`src/rtl/mm_tile_scheduler_if.sv`:
```
// Tile-engine handshake and output-RAM write channel of the tile scheduler.
// The master is the scheduler; the slave is the tile engine plus output RAM.
interface mm_tile_scheduler_if #(
  parameter int Tn     = 4,
  parameter int ADDR_W = 8
);
  logic                        blk_start;
  logic [7:0]                  block_row;
  logic [7:0]                  block_col;
  logic [Tn-1:0][Tn-1:0][15:0] blk_result;
  logic                        blk_done;
  logic                        out_we;
  logic                        out_ready;
  logic [ADDR_W-1:0]           out_addr;
  logic [15:0]                 out_data;

  modport master (
    output blk_start, block_row, block_col, out_we, out_addr, out_data,
    input  blk_result, blk_done, out_ready
  );

  modport slave (
    input  blk_start, block_row, block_col, out_we, out_addr, out_data,
    output blk_result, blk_done, out_ready
  );
endinterface

```
`src/rtl/mm_tile_scheduler.sv`:
```
// Walks all Tn x Tn output tiles row-major, captures each tile result and drains it to RAM.
// Optional MM_TILE_SCHED_PERF_CNT_EN adds cycle_cnt / stall_cnt performance counters.
//
// state     | meaning
// S_IDLE    | waiting for start
// S_ISSUE   | one-cycle blk_start to the tile engine
// S_WAIT    | tile engine computing; blk_done sets pend
// S_CAPTURE | pend held until the drain engine is free, then copy result and advance
// S_FIN     | last tile captured; wait for its drain, then pulse done
module mm_tile_scheduler #(
  parameter int N      = 16,
  parameter int Tn     = 4,
  parameter int ADDR_W = 8
) (
  input  logic clk,
  input  logic rst,
  input  logic start,
  output logic busy,
  output logic done,
  mm_tile_scheduler_if.master bus
`ifdef MM_TILE_SCHED_PERF_CNT_EN
  ,
  output logic [31:0] cycle_cnt,
  output logic [31:0] stall_cnt
`endif
);

  localparam int IW = (Tn > 1) ? $clog2(Tn) : 1;

  typedef enum logic [2:0] {S_IDLE, S_ISSUE, S_WAIT, S_CAPTURE, S_FIN} state_t;

  state_t                      state_q, state_d;
  logic                        pend_q;
  logic [7:0]                  row_q, col_q;
  logic [7:0]                  tile_row_q, tile_col_q;
  logic [Tn-1:0][Tn-1:0][15:0] buf_q;
  logic                        drain_q;
  logic [IW-1:0]               i_q, j_q;
  logic                        capture, last_tile, xfer;

  assign last_tile = (row_q == 8'(N - Tn)) && (col_q == 8'(N - Tn));
  assign xfer      = drain_q && bus.out_ready;

  always_comb begin
    state_d = state_q;
    capture = 1'b0;
    done    = 1'b0;
    case (state_q)
      S_IDLE:    if (start) state_d = S_ISSUE;
      S_ISSUE:   state_d = S_WAIT;
      S_WAIT:    if (bus.blk_done) state_d = S_CAPTURE;
      S_CAPTURE: if (pend_q && !drain_q) begin
        capture = 1'b1;
        state_d = last_tile ? S_FIN : S_ISSUE;
      end
      S_FIN:     if (!drain_q) begin
        done    = 1'b1;
        state_d = S_IDLE;
      end
      default:   state_d = S_IDLE;
    endcase
  end

  always_ff @(posedge clk or posedge rst) begin
    if (rst) begin
      state_q    <= S_IDLE;
      pend_q     <= 1'b0;
      row_q      <= '0;
      col_q      <= '0;
      tile_row_q <= '0;
      tile_col_q <= '0;
      buf_q      <= '0;
      drain_q    <= 1'b0;
      i_q        <= '0;
      j_q        <= '0;
    end else begin
      state_q <= state_d;
      if (state_q == S_IDLE && start) begin
        row_q <= '0;
        col_q <= '0;
      end
      if (state_q == S_WAIT && bus.blk_done) pend_q <= 1'b1;
      else if (capture)                      pend_q <= 1'b0;
      // Capture only happens with the drain idle, so it never collides with a transfer.
      if (capture) begin
        buf_q      <= bus.blk_result;
        tile_row_q <= row_q;
        tile_col_q <= col_q;
        if (col_q == 8'(N - Tn)) begin
          col_q <= '0;
          row_q <= last_tile ? 8'd0 : row_q + 8'(Tn);
        end else begin
          col_q <= col_q + 8'(Tn);
        end
        drain_q <= 1'b1;
        i_q     <= '0;
        j_q     <= '0;
      end else if (xfer) begin
        if (j_q == IW'(Tn - 1)) begin
          j_q <= '0;
          if (i_q == IW'(Tn - 1)) begin
            i_q     <= '0;
            drain_q <= 1'b0;
          end else begin
            i_q <= i_q + IW'(1);
          end
        end else begin
          j_q <= j_q + IW'(1);
        end
      end
    end
  end

  assign busy          = (state_q != S_IDLE);
  assign bus.blk_start = (state_q == S_ISSUE);
  assign bus.block_row = row_q;
  assign bus.block_col = col_q;
  assign bus.out_we    = drain_q;
  assign bus.out_addr  = drain_q ?
    ADDR_W'((int'(tile_row_q) + int'(i_q)) * N + int'(tile_col_q) + int'(j_q)) : '0;
  assign bus.out_data  = drain_q ? buf_q[i_q][j_q] : '0;

`ifdef MM_TILE_SCHED_PERF_CNT_EN
  always_ff @(posedge clk or posedge rst) begin
    if (rst) begin
      cycle_cnt <= '0;
      stall_cnt <= '0;
    end else if (state_q == S_IDLE && start) begin
      cycle_cnt <= '0;
      stall_cnt <= '0;
    end else begin
      if (busy && cycle_cnt != 32'hFFFF_FFFF) cycle_cnt <= cycle_cnt + 32'd1;
      if (drain_q && !bus.out_ready && stall_cnt != 32'hFFFF_FFFF) stall_cnt <= stall_cnt + 32'd1;
    end
  end
`endif

endmodule

```
`src/flat_wrapper.sv`:
```
// flat-port wrapper written by rule: the top's interface ports become plain ports
module mm_tile_scheduler_flat 
#(
  parameter int N      = 16,
  parameter int Tn     = 4,
  parameter int ADDR_W = 8
)
  (clk, rst, start, busy, done, bus_blk_start, bus_block_row, bus_block_col, bus_out_we, bus_out_addr, bus_out_data, bus_blk_result, bus_blk_done, bus_out_ready);
  mm_tile_scheduler_if #(.Tn(Tn), .ADDR_W(ADDR_W)) bus_i ();
  input  logic clk;
  input  logic rst;
  input  logic start;
  output logic busy;
  output logic done;
  output wire logic [$bits(bus_i.blk_start)-1:0] bus_blk_start;
  output wire logic [$bits(bus_i.block_row)-1:0] bus_block_row;
  output wire logic [$bits(bus_i.block_col)-1:0] bus_block_col;
  output wire logic [$bits(bus_i.out_we)-1:0] bus_out_we;
  output wire logic [$bits(bus_i.out_addr)-1:0] bus_out_addr;
  output wire logic [$bits(bus_i.out_data)-1:0] bus_out_data;
  input wire logic [$bits(bus_i.blk_result)-1:0] bus_blk_result;
  input wire logic [$bits(bus_i.blk_done)-1:0] bus_blk_done;
  input wire logic [$bits(bus_i.out_ready)-1:0] bus_out_ready;
  assign bus_blk_start = bus_i.blk_start;
  assign bus_block_row = bus_i.block_row;
  assign bus_block_col = bus_i.block_col;
  assign bus_out_we = bus_i.out_we;
  assign bus_out_addr = bus_i.out_addr;
  assign bus_out_data = bus_i.out_data;
  assign bus_i.blk_result = bus_blk_result;
  assign bus_i.blk_done = bus_blk_done;
  assign bus_i.out_ready = bus_out_ready;
  mm_tile_scheduler #(.N(N), .Tn(Tn), .ADDR_W(ADDR_W)) u_core (.clk(clk), .rst(rst), .start(start), .busy(busy), .done(done), .bus(bus_i));
endmodule
```
`config.mk`:
```
export PLATFORM = sky130hd
export DESIGN_NAME = mm_tile_scheduler_flat
export DESIGN_NICKNAME = d
export VERILOG_FILES = /design/src/rtl/mm_tile_scheduler_if.sv /design/src/rtl/mm_tile_scheduler.sv /design/src/flat_wrapper.sv
export SDC_FILE = /design/constraint.sdc
export NUM_CORES = 1
export LEC_CHECK = 0
export CAP_MARGIN = 20
export CORE_MARGIN = 4
export CORE_UTILIZATION = 55
export CTS_CLUSTER_DIAMETER = 30
export DETAILED_ROUTE_END_ITERATION = 8
export GPL_TIMING_DRIVEN = 1
export PLACE_DENSITY = 0.86
export SYNTH_ARGS = -nofsm -noshare
export SYNTH_HDL_FRONTEND = slang
export SYNTH_SLANG_ARGS = --single-unit
```
`constraint.sdc`:
```
create_clock -name clk -period 23.5 [get_ports clk]
set_input_delay 5.875 -clock clk [delete_from_list [all_inputs] [get_ports clk]]
set_output_delay 5.875 -clock clk [all_outputs]
set_load 0.03 [all_outputs]
```
==> summary.txt <==
Outcome: finished, final reports clean
Drt total wl: 41900 µm
Crit path max fanout: 52
Design Power: 2.65 mW
Cts bufs inserted: 53
Cell area after layout: 18200 µm²
Yosys top cell area share: 54.1%
Final Max Tran Viols: 0
Via Count: 11800
Ranking of synthesized cells by area: dfrtp_1 54%, nand2_1 23%, mux4_2 6.2%, mux2i_1 4.3%, buf_2 2.2%
DP Area: 16500 µm²
Kind of critical path: register to output port
Vias in the first global route: 12027
Port bufs: 302
Setup_tns: 0 ns
Clk buf depth: 3
Total GRT Usage: 30.8%
Hold Buf Count CTS: 0
Dpl hpwl: 28500 µm
Largest net degree at the start of global routing: 270
Worst Max-Slew Pin Slew: 1.14 ns
Clock Power Share: 27.5%
Standard-cell rows: 56
Arrival @ worst endpoint: 4.07 ns
Final Hold Viols: 0
Maximum clock rate: 101 MHz
Max-cap violations: 0
Worst vdd ir: 0.127 mV
1st-iter DRT viols: 1126
Sequential element share of the synthesized area: 54.1%
CP Capture Type: output port
Die Area: 26900 µm²
Final setup fails: 0
Area Growth Syn to Fin: 36.4%
Power per cell area: 145 nW/µm²
DIE HEIGHT: 164 µm
Gr ovfl total: 0
Internal power: 1.63 mW
Vias per cell: 5.57
Post-synth cell types: 47
Primary FF master, synth: dfrtp_1
Root Buffer: clkbuf_16
Clock Sinks: 289
Period minus WS final: 9.95 ns
Max H-tree Level: 2
Worst skew pair latency: 0.54 ns
HP Class: register to register
Unrepaired setup endpoints after global routing: no
Synth area leader: dfrtp_1
Resized cells post-CTS: 0
Net Switching: 1.02 mW
Yosys reg bits: 289
Mapped Avg Cell Area: 9.06 µm²
Layout Skew: 0.0175 ns
Drt pass-1 iters: 5
Tcrit/Tclk final: 42.3%
Reg power frac: 35.4%
Ys async rst share: 100%
Sw Ratio: 38.4%
CTS tree: done
Mapped cell area: 13400 µm²
Share of total power in combinational logic: 37.1%
I/O pin cnt: 305
Data required, critical path: 17.62 ns
Slew margin rel.: 23.9%
GPL Wtd Cong: 0.859
Core Box Area: 23700 µm²
First-pass GRT wire length: 63900 µm
DRC viols: 0
DR WL/cell: 19.8 µm
Post-synth EDFFs: 0
Post-DRT Antenna Nets: 0
Startpoint types: register
Lkg Pwr: 8.71 nW
Layout cells sized above 1: 8.30%
Final #Nets: 2025
Initial Util: 56.5%
Cells after Synth: 1477
Setup Buffers After CTS: 0
Clk pin slew, worst setup/hold paths: 0.05 ns
Hold Slack: 0.471 ns
Initial antenna violation count: 4
Die Wd: 164 µm
Yosys warning total: 0
[stage by stage]
stage	instances	util [%]	setup WS (ns)
after global placement	2017	69.6	14.14
after detailed placement	2017	69.6	14.11
after CTS	2114	76.9	13.52
after global routing	2118	77.0	13.33
final	2119	77.0	13.55
after floorplan	1478	-	9.65
[layout by cell type, fill, tap and decap left out, types with 4 or more instances in the layout]
| cell | instances |
|---|---|
| clkinv_4 | 10 |
| mux4_2 | 37 |
| nor2_1 | 7 |
| diode_2 | 4 |
| mux2i_1 | 57 |
| xor2_1 | 5 |
| a22oi_1 | 27 |
| o21ai_1 | 4 |
| clkbuf_16 | 53 |
| nor3_1 | 5 |
| nand2_1 | 823 |
| buf_4 | 10 |
| clkinv_2 | 8 |
| a221oi_1 | 11 |
| o21ai_0 | 29 |
| clkinvlp_4 | 11 |
| ha_1 | 9 |
| clkdlybuf4s50_1 | 302 |
| nand3_1 | 15 |
| dfrtp_1 | 288 |
| nand2b_1 | 4 |
| inv_1 | 10 |
| inv_6 | 6 |
| a21oi_1 | 7 |
| and2_1 | 10 |
[cell type report]
class / instances / area, µm²
clock inverter: 38 / 353
clock buffer: 59 / 1380
antenna: 4 / 10.0
timing repair buffer: 314 / 3150
sequential: 289 / 7240
tap: 319 / 399
multi-input combinational: 1085 / 5670
fill: 1603 / 5440
inverter: 11 / 48.8
[final timing paths]
kind / from / end / slack (ns) / cells past startpoint
worst max-delay path: u_core.i_q[0] / bus_out_addr[7] / 13.55 / 8
worst min-delay path: u_core.buf_q[3] / u_core.buf_q[3] / 0.47 / 2
worst max register to register: u_core.bus.out_we / u_core.buf_q[212] / 20.57 / 6
worst min register to register: u_core.buf_q[3] / u_core.buf_q[3] / 0.47 / 2
max in group asynchronous: rst / u_core.buf_q[127] / 16.32 / 3
min in group asynchronous: rst / u_core.bus.block_row[5] / 5.80 / 2
[sequential cells by signal, summed over array words and instances (netlist names), 2 cells and up]
register / cells
u_core.tile_row_q: 4
u_core.bus.block_col: 6
u_core.state_q: 3
u_core.i_q: 2
u_core.buf_q: 256
u_core.bus.block_row: 8
u_core.tile_col_q: 6
u_core.j_q: 2
[synth_stat cells (2+ instances only)]
master,count
a21boi_1,2
a21oi_1,7
a221oi_1,11
a22oi_1,27
a32o_1,2
and2_1,10
and3_1,3
buf_1,2
buf_2,58
buf_4,6
clkbuf_1,27
dfrtp_1,289
ha_1,9
inv_1,11
mux2i_1,57
mux4_2,37
nand2_1,824
nand2b_1,4
nand3_1,15
nor2_1,7
nor2b_1,3
nor3_1,5
nor4_1,2
o21ai_0,29
o21ai_1,4
xor2_1,5
[power groups by stage]
stage	Clock (mW)	Combinational [mW]	Sequential, mW
after detailed placement	0	0.960	0.929
after global routing	0.762	1.06	0.960
after global placement	0	0.928	0.919
final	0.730	0.983	0.938
after floorplan	0	0.652	0.855
after CTS	0.734	0.981	0.931
[kinds of logic (layout without fill, tap and decap cells)]
kind of cell | count (synthesis) | after routing | synth area share, %
buf+inv | 104 | 422 | 3.63
fa+ha+maj | 10 | 10 | 0.992
xor+xnor | 7 | 7 | 0.561
compound gates | 90 | 90 | 4.45
flops | 289 | 289 | 54.1
simple gates | 882 | 882 | 25.8
other cells | 1 | 6 | 0.0280
mux | 94 | 94 | 10.5
[routing by layer]
layer	share of wire [%]	GRT usage, %	wire (µm)
met1	38	38.0	15800
met2	49	51.0	20500
met5	0.031	0	13
met4	4.6	13.5	1910
met3	8.8	8.58	3670
[worst max-delay path: stages, from the launching register on]
cell	delay, ns
dfrtp_4	1.06
ha_1	0.32
fa_1	0.43
ha_1	0.35
a21o_1	0.21
a21oi_1	0.16
xnor3_1	0.23
and2_1	0.17
clkdlybuf4s50_1	0.59
Power figures use the tool's default switching activity.
